File: config.mk
export PLATFORM = sky130hd
export DESIGN_NAME = ecpri_tx
export DESIGN_NICKNAME = d
export VERILOG_FILES = /design/src/rtl/ecpri_tx.sv
export SDC_FILE = /design/constraint.sdc
export NUM_CORES = 1
export LEC_CHECK = 0
export ABC_AREA = 1
export CORE_MARGIN = 5
export CORE_UTILIZATION = 37
export CTS_CLUSTER_DIAMETER = 50
export DETAILED_ROUTE_END_ITERATION = 8
export PLACE_DENSITY = 0.57
export SLEW_MARGIN = 20
export SYNTH_ARGS = -nofsm -noshare
export SYNTH_HDL_FRONTEND = slang
export SYNTH_SLANG_ARGS = --single-unit
File: constraint.sdc
create_clock -name clk -period 5.3 [get_ports clk]
set_clock_uncertainty 0.15 [all_clocks]
set_input_delay 0.53 -clock clk [delete_from_list [all_inputs] [get_ports clk]]
set_output_delay 0.53 -clock clk [all_outputs]
set_load 0.005 [all_outputs]
File: src/rtl/ecpri_tx.sv
// ecpri_tx: builds Ethernet/IP/UDP/eCPRI write- and read-response frames byte-serially on a valid/ready stream.
// Optional ECPRI_TX_PAD_EN: zero-pad frames shorter than 60 bytes up to exactly 60 bytes.
module ecpri_tx #(
    parameter int                    DATA_WIDTH = 8,
    parameter int                    ADDR_WIDTH = 16,
    parameter logic [ADDR_WIDTH-1:0] HDR_BASE   = '0,
    parameter int                    HDR_LEN    = 42
) (
    input  logic                  clk,
    input  logic                  reset,
    input  logic                  send_write_resp,
    input  logic                  send_read_resp,
    input  logic [7:0]            resp_payload_len,
    input  logic [ADDR_WIDTH-1:0] resp_src_addr,
    output logic [ADDR_WIDTH-1:0] addr_3,
    output logic                  oe_3,
    input  logic [DATA_WIDTH-1:0] data_3,
    output logic [DATA_WIDTH-1:0] tx_data,
    output logic                  tx_valid,
    input  logic                  tx_ready,
    output logic                  tx_sop,
    output logic                  tx_eop,
    output logic                  busy
);
    typedef enum logic [2:0] {
        S_IDLE,
        S_HDR,
        S_ECPRI,
        S_RID,
        S_PAYLOAD
`ifdef ECPRI_TX_PAD_EN
        , S_PAD
`endif
    } state_t;

    state_t                r_state, w_state_next;
    logic                  r_present, w_present_next;
    logic                  r_fresh;
    logic [15:0]           r_cnt, w_cnt_next;
    logic [DATA_WIDTH-1:0] r_hold;
    logic                  r_is_read;
    logic [7:0]            r_len;
    logic [ADDR_WIDTH-1:0] r_src;
    logic                  r_pend_wr, r_pend_rd;
    logic [7:0]            r_pend_len;
    logic [ADDR_WIDTH-1:0] r_pend_src;

    logic                  w_rd_any, w_wr_any, w_start;
    logic                  w_has_payload, w_data_last, w_last, w_from_mem;
    logic [7:0]            w_len_sel;
    logic [ADDR_WIDTH-1:0] w_src_sel, w_addr;
    logic [15:0]           w_size;
    logic [DATA_WIDTH-1:0] w_const, w_byte;

    // Incoming pulses count as pending so a request can start a frame on the very edge it arrives.
    assign w_rd_any      = r_pend_rd | send_read_resp;
    assign w_wr_any      = r_pend_wr | send_write_resp;
    assign w_len_sel     = send_read_resp ? resp_payload_len : r_pend_len;
    assign w_src_sel     = send_read_resp ? resp_src_addr : r_pend_src;
    assign w_has_payload = r_is_read && (r_len != 8'd0);
    assign w_size        = r_is_read ? (16'(r_len) + 16'd1) : 16'd1;
    assign w_data_last   = ((r_state == S_RID) && !w_has_payload) ||
                           ((r_state == S_PAYLOAD) && (r_cnt == 16'(r_len) - 16'd1));

`ifdef ECPRI_TX_PAD_EN
    localparam int MIN_FRAME = 60;
    logic [15:0] w_frame_len, w_pad_len;
    assign w_frame_len = 16'(HDR_LEN + 5) + (r_is_read ? 16'(r_len) : 16'd0);
    assign w_pad_len   = (w_frame_len < 16'(MIN_FRAME)) ? 16'(MIN_FRAME) - w_frame_len : 16'd0;
    assign w_last      = (w_data_last && (w_pad_len == 16'd0)) ||
                         ((r_state == S_PAD) && (r_cnt == w_pad_len - 16'd1));
`else
    assign w_last      = w_data_last;
`endif

    always_comb begin
        w_state_next   = r_state;
        w_present_next = r_present;
        w_cnt_next     = r_cnt;
        w_start        = 1'b0;
        if (r_state == S_IDLE) begin
            w_start = w_rd_any | w_wr_any;
        end else if (!r_present) begin
            w_present_next = 1'b1;
        end else if (tx_ready) begin
            w_present_next = 1'b0;
            w_cnt_next     = r_cnt + 16'd1;
            if (w_last) begin
                w_state_next = S_IDLE;
                w_start      = w_rd_any | w_wr_any;
            end else begin
                case (r_state)
                    S_HDR: begin
                        if (r_cnt == 16'(HDR_LEN - 1)) begin
                            w_state_next = S_ECPRI;
                            w_cnt_next   = '0;
                        end
                    end
                    S_ECPRI: begin
                        if (r_cnt == 16'd3) begin
                            w_state_next = S_RID;
                            w_cnt_next   = '0;
                        end
                    end
                    S_RID: begin
                        w_cnt_next = '0;
`ifdef ECPRI_TX_PAD_EN
                        w_state_next = w_has_payload ? S_PAYLOAD : S_PAD;
`else
                        w_state_next = S_PAYLOAD;
`endif
                    end
`ifdef ECPRI_TX_PAD_EN
                    S_PAYLOAD: begin
                        if (w_data_last) begin
                            w_state_next = S_PAD;
                            w_cnt_next   = '0;
                        end
                    end
`endif
                    default: ;
                endcase
            end
        end
        if (w_start) begin
            w_state_next   = S_HDR;
            w_present_next = 1'b0;
            w_cnt_next     = '0;
        end
    end

    // Memory bytes come straight from data_3 on their first present cycle, then from r_hold while stalled.
    always_comb begin
        w_from_mem = (r_state == S_HDR) || (r_state == S_PAYLOAD);
        w_const    = '0;
        if (r_state == S_ECPRI) begin
            case (r_cnt[1:0])
                2'd0:    w_const = DATA_WIDTH'(8'h10);
                2'd1:    w_const = r_is_read ? DATA_WIDTH'(8'h01) : DATA_WIDTH'(8'h11);
                2'd2:    w_const = DATA_WIDTH'(w_size[15:8]);
                default: w_const = DATA_WIDTH'(w_size[7:0]);
            endcase
        end
        w_addr = (r_state == S_PAYLOAD) ? (r_src + ADDR_WIDTH'(r_cnt))
                                        : (HDR_BASE + ADDR_WIDTH'(r_cnt));
        w_byte = w_from_mem ? (r_fresh ? data_3 : r_hold) : w_const;
    end

    assign oe_3     = !r_present && w_from_mem;
    assign addr_3   = oe_3 ? w_addr : '0;
    assign tx_valid = r_present;
    assign tx_data  = r_present ? w_byte : '0;
    assign tx_sop   = r_present && (r_state == S_HDR) && (r_cnt == 16'd0);
    assign tx_eop   = r_present && w_last;
    assign busy     = (r_state != S_IDLE) || r_pend_wr || r_pend_rd;

    always_ff @(posedge clk) begin
        if (!reset) begin
            r_state    <= S_IDLE;
            r_present  <= 1'b0;
            r_fresh    <= 1'b0;
            r_cnt      <= '0;
            r_hold     <= '0;
            r_is_read  <= 1'b0;
            r_len      <= '0;
            r_src      <= '0;
            r_pend_wr  <= 1'b0;
            r_pend_rd  <= 1'b0;
            r_pend_len <= '0;
            r_pend_src <= '0;
        end else begin
            r_state   <= w_state_next;
            r_present <= w_present_next;
            r_cnt     <= w_cnt_next;
            r_fresh   <= w_present_next && !r_present;
            if (r_fresh) begin
                r_hold <= w_byte;
            end
            if (w_start) begin
                r_is_read <= w_rd_any;
                r_len     <= w_rd_any ? w_len_sel : 8'd0;
                r_src     <= w_src_sel;
            end
            if (send_read_resp) begin
                r_pend_len <= resp_payload_len;
                r_pend_src <= resp_src_addr;
            end
            // Read responses win arbitration; the served flag clears as its frame enters HDR.
            if (w_start && w_rd_any) begin
                r_pend_rd <= 1'b0;
            end else if (send_read_resp) begin
                r_pend_rd <= 1'b1;
            end
            if (w_start && !w_rd_any) begin
                r_pend_wr <= 1'b0;
            end else if (send_write_resp) begin
                r_pend_wr <= 1'b1;
            end
        end
    end
endmodule

# ---- Word-level counts from Yosys, hierarchy flattened
# Index checks and enable logic that the tools add are counted.
dict set report word_totals {
  regBits 80
  input_bits 37
  wordCells 100
}
dict set report op_classes {
  addsub 4
  n_eq_ne 14
  mux 32
  bitwise_logic 5
  reduce_logical 32
}
# op count
set ops {}
lappend ops {{16-bit two-way mux} 6}
lappend ops {{8-bit two-way mux} 6}
lappend ops {{16-bit one-hot mux with 3 select lines} 1}
lappend ops {{8-bit one-hot mux with 3 select lines} 1}
lappend ops {{16-bit by 1-bit adder with 16-bit output (second input constant)} 1}
lappend ops {{16-bit adder} 1}
lappend ops {{16-bit equality test} 1}
lappend ops {{16-bit by 2-bit equality test with 1-bit output (second input constant)} 1}
lappend ops {{16-bit by 6-bit equality test with 1-bit output (second input constant)} 1}
lappend ops {{16-bit logical NOT} 1}
lappend ops {{1-bit two-way mux} 12}
lappend ops {{6-bit AND reduction} 2}
lappend ops {{1-bit logical AND} 10}
lappend ops {{8-bit by 1-bit adder with 9-bit output (second input constant)} 1}
lappend ops {{3-bit two-way mux} 3}
lappend ops {{9-bit two-way mux} 1}
lappend ops {{3-bit one-hot mux with 3 select lines} 1}
lappend ops {{8-bit by 1-bit subtractor with 9-bit output (second input constant)} 1}
lappend ops {{4-bit != test (second input constant)} 2}
lappend ops {{8-bit nonzero test} 1}
lappend ops {{3-bit by 2-bit equality test with 1-bit output (second input constant)} 2}
lappend ops {{3-bit != test (second input constant)} 2}
lappend ops {{2-bit OR reduction} 3}
lappend ops {{5-bit two-way mux} 1}
lappend ops {{16 further kinds} 25}

# ---- Depth between registers and ports, before layout
# Gate-level depths: netlist of run 1.
dict set report logic_depth {
  depth_word 11
  mapped_depth 17
}

# ---- Worst setup path after synthesis of run 1
# No wires, ideal clock.
dict set report synth_timing {
  path_type {register to output}
  from {register r_cnt[0]}
  to {output port addr_3[10]}
  t_arrival_ns 1.843
  required_time_ns 4.620
  slack_ns 2.777
  path_stages_with_launch 12
  path_cell_list {dfxtp_1 ha_1 fa_1 nand3_1 nand3_1 a21oi_1 inv_1 a31oi_1 or2_2 nand3_1 o211ai_1 inv_1}
}
dict set report synth_between {
  elab_chain_len 3
}
# element line
set synth_rtl {}
lappend synth_rtl {{start: declaration} 39} ;# logic [15:0] r_cnt, w_cnt_next;
lappend synth_rtl {{start signal: assignment} 174} ;# r_cnt <= w_cnt_next;
lappend synth_rtl {{16-bit adder} 144} ;# w_addr = (r_state == S_PAYLOAD) ? (r_src + ADDR_WIDTH'(r_cnt))
lappend synth_rtl {{16-bit two-way mux} 144}
lappend synth_rtl {{16-bit two-way mux} 150} ;# assign addr_3 = oe_3 ? w_addr : '0;
lappend synth_rtl {{end: declaration} 15} ;# output logic [ADDR_WIDTH-1:0] addr_3,
# No other way between the ends.

# ---- Worst setup path in the final report of run 1
dict set report layout_timing {
  from {register r_state[0]}
  to {output port addr_3[3]}
}
dict set report layout_between {
  elab_chain_len 4
  word_cells_on_any_way 6
  classes_between {eq/ne: 2; mux: 2; reduce/logical: 2}
}
# element line
set layout_rtl {}
lappend layout_rtl {{start: declaration} 36} ;# state_t r_state, w_state_next;
lappend layout_rtl {{start signal: assignment} 172} ;# r_state <= w_state_next;
lappend layout_rtl {{3-bit by 1-bit equality test with 1-bit output or 3-bit equality test (tied branches)} {134, 144}}
lappend layout_rtl {{1-bit logical OR} 134} ;# w_from_mem = (r_state == S_HDR) || (r_state == S_PAYLOAD);
lappend layout_rtl {{1-bit logical AND} 149} ;# assign oe_3 = !r_present && w_from_mem;
lappend layout_rtl {{16-bit two-way mux (*)} 150}
# Every way passes the cells marked *; elsewhere a longest branch is shown, timed or not.

==> flow_summary.toml, run 1 <==
[detailed_routing]
ant_nets = 0
drt-initial-drc-count = 327
wirelength_um = 15700
drtPass1Iterations = 6
vias = 5445
viasPerCell = 5.02
wl_per_cell_um = 14.4
drc = 0

[pwr]
ir_drop_v = 0.000206
pwr-share-clk = 0.444
power_frac_comb = 0.147
switching_share = 0.274
p_total_w = 0.00160
p_leak_nw = 2.71
seq_power_share = 0.409
powerDensity_nw_per_um2 = 244
p_sw_w = 0.000437
intPower_w = 0.00116

[floorplan]
die_area_um2 = 17400
io_pins = 66
core_area_um2 = 14500
initial_utilization = 0.378
die_w_um = 132
die_y_um = 132
row_count = 44

[synth]
mappedNetlistNets = 911
synth_enable_flop_cells = 0
synth_top_area_frac = 0.291
yosysUniqueCellTypes = 41
yosysMostFrequentCell = "nand2_1"
async_reset_ff_frac = 0
syn_avg_cell_area_um2 = 6.45
synthTopCellsByArea = "dfxtp_1 29%, nand2_1 15%, inv_1 6.6%, nor2_1 6.5%, o21ai_0 5.5%"
netlist_instances = 852
synthesis.area_um2 = 5500
ys_warn_count = 0
netlist_top_cells_count = "216 x nand2_1, 96 x inv_1, 95 x nor2_1"
synth_seq_area_share = 0.291
ys_ff_latch = 80
ys.flop_type = "dfxtp_1"
yosys.area.top_type = "dfxtp_1"

[final_layout]
final_nets = 954
area_growth_pct = 18.8
fillers = 1554
antenna_cells = 0
layout-drive-gt1-share = 0.0656

[clocking]
ctsRootBufferMaster = "clkbuf_16"
cts_setup_buffers = 0
clock_sinks = 80
clkTransAtPathRegs_ns = 0.06
cts_hold_buf = 0
ctsResizeCount = 0
cts-htree-levels = 3
cts_buffer_depth = 2
cts_buffers = 9
clk_latency_ns = 0.35
cts_tree = "yes"

[critical_path]
crit_path_frequent_cell = "nor2_1"
r2r-start = "r_state[0]$_SDFFE_PN0P_"
reg2reg_to = "r_len[1]$_SDFFE_PN0P_"
slowest_stage = "nor2_1"
start_kind = "flip-flop"
crit_required_ns = 4.62
crit_chain = "inv_1 -> nand2_1 -> nor2_1 -> buf_4 -> nor2_1 -> nor2_1 -> inv_1 -> a211oi_1 -> clkdlybuf4s50_1"
reg2reg_depth = 13
cp_max_fo = 24
worstSetupPathType = "reg2out"
slowest_delay_ns = 0.67
r2r_slack_ns = 2.35
worst_setup_path_end_kind = "primary output"
cp.arrival_ns = 3.56

[sta]
hold_violations = 0
slew_headroom = 0.442
tightest_slew_ns = 0.835
timing.final.crit_share = 0.800
rsz0062_at_grt = "false"
finalSetupViolations = 0
fin_crit_ns = 4.24
fmaxAchievable_mhz = 236
fin_tns_setup_ns = 0
maxSlewViolCount = 0

[hold_path]
hp-class = "reg2reg"
hold_path_end = "r_pend_src[1]$_SDFF_PN0_"
holdCritStartpoint = "r_pend_src[1]$_SDFF_PN0_"
hold_path_depth = 2

[flow_run]
drv_cap = 0

[place]
hpwl_um = 12000
port_buffers = 65
gp_congestion = 0.879

[outcome]
outcome = "finished, final reports clean"

[global_routing]
grt_max_degree = 36
grt_usage = 0.181
grt_pass1_vias = 5094
grt_first_pass_wirelength_um = 25900
grt_overflow = 0
antenna_found_initial = 0
through the flow:
step	instance area, um2	std cells	setup WS, ns	hold WS (ns)	utilization
CTS	6540	1084	1.12	0.321	0.450
global placement	6200	1068	1.55	0.307	0.426
global route	6540	1084	0.751	0.338	0.450
finish	6540	1084	1.06	0.318	0.450
detailed placement	6200	1068	1.51	0.312	0.426
floorplan	5500	852	2.78	0.292	-
power by group through the flow:
stage          registers [W]  logic, W  clock network, W
5_1_grt             0.000656  0.000265          0.000749
4_1_cts             0.000652  0.000236          0.000727
3_3_place_gp        0.000666  0.000235                 0
6_report            0.000653  0.000235          0.000709
3_5_place_dp        0.000666  0.000234                 0
2_1_floorplan       0.000655  0.000176                 0
critical path: cells and delay by family, from the launching register on:
family | cells | cell delay (ns)
compound gates | 1 | 0.33
simple gates | 4 | 1.09
flops | 1 | 0.33
buf+inv | 4 | 1.47
flip-flops by register name, indices dropped and copies added, names as in the netlist:
signal and flops:
r_cnt 16, r_pend_src 16, r_src 16, r_hold 8
r_len 8, r_pend_len 8, r_state 3, r_fresh 1
r_is_read 1, r_pend_rd 1, r_pend_wr 1, tx_valid 1
placed cells by master (no fill, tap or decap), drive strengths merged, types with 11 or more instances in the layout:
cell,synthesis,layout
a21oi,73,73
clkbuf,23,11
clkdlybuf4s50,0,65
dfxtp,80,80
ha,21,21
inv,100,102
nand2,221,221
nand3,56,56
nor2,103,103
nor3,17,17
o21ai,63,63
o31ai,11,11
xor2,21,21
worst max-delay path by stage:
stage / start / cells past startpoint / to
after floorplan: r_cnt[0]$_SDFFE_PP0P_ / 11 / addr_3[10]
after global placement: r_state[2]$_SDFFE_PP0P_ / 10 / addr_3[7]
after detailed placement: r_state[0]$_SDFFE_PN0P_ / 9 / addr_3[3]
after CTS: r_state[0]$_SDFFE_PN0P_ / 9 / addr_3[3]
after global routing: r_state[0]$_SDFFE_PN0P_ / 9 / addr_3[3]
final: r_state[0]$_SDFFE_PN0P_ / 9 / addr_3[3]
routing by layer:
metal | GRT usage | share of wire | vias up
met2 | 0.281 | 0.44 | 176
met1 | 0.251 | 0.48 | 2409
met4 | 0.0480 | 0.012 | 0
li1 | - | - | 2846
met5 | 0 | 0 | -
met3 | 0.0431 | 0.062 | 14
cell type report:
cell class | instances | area, um2 | share of cell area
multi-input cells | 632 | 3300 | 0.505
inverters | 103 | 387 | 0.0592
repair buffers | 69 | 681 | 0.104
well taps | 184 | 230 | 0.0352
flip-flops and latches | 80 | 1600 | 0.245
clock buffers | 11 | 253 | 0.0387
clock inverters | 5 | 85.1 | 0.0130
cell families (layout without fill, tap and decap cells):
kind of cell / Yosys count / after routing / share of synthesized area
AO/OA/AOI/OAI: 172 / 172 / 0.184
XOR/XNOR: 26 / 26 / 0.0414
adder cells (fa/ha/maj): 22 / 22 / 0.0514
buffers and inverters: 140 / 188 / 0.109
flip-flops: 80 / 80 / 0.291
AND/OR/NAND/NOR: 412 / 412 / 0.323
(Power assumes the default switching activity.)
==> run 2, diff against run 1 <==
==> constraint.sdc (replaced) <==
create_clock -name clk -period 4.34 [get_ports clk]
set_clock_uncertainty 0.15 [all_clocks]
set_input_delay 0.434 -clock clk [delete_from_list [all_inputs] [get_ports clk]]
set_output_delay 0.434 -clock clk [all_outputs]
set_load 0.005 [all_outputs]
==> run 2 against run 1 <==
Sequential cell count unchanged. Sequential power up 22%. Sequential share of layout area barely moved. Register-to-register slack got worse by 0.92 ns. Hold slack lost 0.00077 ns. Die area did not move. First-iteration DRC count up 12%. Via count hardly changed. Combinational power is 22% higher. Clock-buffer cell count is 1 lower. Critical path type unchanged. Highest routed layer unchanged.
==> flow_summary.toml, run 2 (synthesis gave the netlist of run 1 again) <==
[final_layout]
reg_top3 = "r_cnt: 16 flops, r_pend_src: 16 flops, r_src: 16 flops"
regArea_um2 = 1600
finalInstanceArea_um2 = 6540
final_nets = 957
fillers = 1544
final_cell_mix = "216 x nand2_1, 96 x inv_1, 95 x nor2_1"
final_common_cell = "nand2_1"
multi_input_area_um2 = 3300
antenna_cells = 0
stdcell_count = 1087
layout-drive-gt1-share = 0.0676
area_growth_pct = 18.9

[flow_run]
drv_cap = 0

[critical_path]
reg2reg_to = "r_len[2]$_SDFFE_PN0P_"
reg2reg_depth = 13
start_kind = "flip-flop"
worstSetupPathType = "reg2out"
r2r-start = "r_state[0]$_SDFFE_PN0P_"
cp.arrival_ns = 2.98
cp_max_fo = 24
worst_setup_path_end_kind = "primary output"
crit_required_ns = 3.76
r2r_slack_ns = 1.43

[floorplan]
die_y_um = 132
die_w_um = 132
row_count = 44
initial_utilization = 0.378
die_area_um2 = 17400
io_pins = 66
core_area_um2 = 14500

[hold_path]
hp-class = "reg2reg"
hold_path_end = "r_src[8]$_SDFFE_PN0P_"
holdCritStartpoint = "r_src[8]$_SDFFE_PN0P_"
hold_path_depth = 2

[global_routing]
grt_usage = 0.184
grt_pass1_vias = 5324
grt_max_degree = 36
grt_overflow = 0
grt_first_pass_wirelength_um = 26700
antenna_found_initial = 0

[place]
place_area_um2 = 6220
dp.cells = 1071
port_buffers = 65
hpwl_um = 12000
gp_congestion = 0.862

[sta]
fmaxAchievable_mhz = 280
fin_tns_setup_ns = 0
hold_slack_ns = 0.317
maxSlewViolCount = 0
tightest_slew_ns = 0.741
fin_crit_ns = 3.57
timing.final.crit_share = 0.822
rsz0062_at_grt = "false"
hold_violations = 0
slew_headroom = 0.504
finalSetupViolations = 0

[pwr]
pwr-share-clk = 0.433
p_sw_w = 0.000525
seq_power_share = 0.417
powerDensity_nw_per_um2 = 292
p_leak_nw = 2.72
intPower_w = 0.00139
switching_share = 0.275
p_total_w = 0.00191
power_frac_comb = 0.150
ir_drop_v = 0.000229

[clocking]
cts_setup_buffers = 0
cts_buffers = 9
cts_tree = "yes"
clock_sinks = 80
cts_hold_buf = 0
clkTransAtPathRegs_ns = 0.06
clk_latency_ns = 0.34
ctsResizeCount = 0
ctsRootBufferMaster = "clkbuf_16"
cts-htree-levels = 3
cts_buffer_depth = 2

[outcome]
outcome = "finished, final reports clean"

[detailed_routing]
wl_per_cell_um = 14.3
drtPass1Iterations = 7
wirelength_um = 15500
viasPerCell = 5.01
vias = 5447
ant_nets = 0
drt-initial-drc-count = 366
drc = 0
run 2: worst max-delay path by stage:
stage / start / endpoint / slack, ns / depth (start not counted)
floorplan: r_cnt[0]$_SDFFE_PP0P_ / addr_3[10] / 1.91 / 11
global placement: r_state[2]$_SDFFE_PP0P_ / addr_3[15] / 1.19 / 9
detailed placement: r_state[0]$_SDFFE_PN0P_ / addr_3[15] / 1.12 / 10
CTS: r_state[0]$_SDFFE_PN0P_ / addr_3[15] / 0.73 / 10
global route: r_state[0]$_SDFFE_PN0P_ / addr_3[3] / 0.50 / 10
finish: r_state[0]$_SDFFE_PN0P_ / addr_3[15] / 0.77 / 10
run 2: worst max-delay path, cell delays in order (launching register included):
cell,delay [ns]
dfxtp_1,0.33
inv_1,0.30
nand2_1,0.13
nor2_1,0.12
buf_4,0.26
nor2_1,0.20
nor2_1,0.13
buf_4,0.19
inv_1,0.15
a211oi_1,0.28
clkdlybuf4s50_1,0.55
run 2: layout make-up:
class,count,area share
Clock buffer,10,0.0350
Clock inverter,6,0.0140
Inverter,103,0.0591
Multi-Input combinational cell,632,0.504
Sequential cell,80,0.245
Tap cell,184,0.0352
Timing Repair Buffer,72,0.108
run 2: power groups by stage:
stage / combinational (W) / sequential (W) / clock [W]
3_3_place_gp: 0.000289 / 0.000812 / 0
6_report: 0.000287 / 0.000797 / 0.000827
5_1_grt: 0.000331 / 0.000802 / 0.000879
3_5_place_dp: 0.000288 / 0.000813 / 0
2_1_floorplan: 0.000215 / 0.000800 / 0
4_1_cts: 0.000289 / 0.000797 / 0.000846
run 2: metal layers:
metal,track usage,wire [um]
met5,0,0
met3,0.0374,904
met2,0.277,6640
met1,0.263,7670
met4,0.0606,324
run 2: stage by stage:
| step | util | worst slack (ns) |
|---|---|---|
| after floorplan | - | 1.91 |
| after global placement | 0.428 | 1.19 |
| after detailed placement | 0.428 | 1.12 |
| after CTS | 0.450 | 0.735 |
| after global routing | 0.450 | 0.495 |
| final | 0.450 | 0.775 |
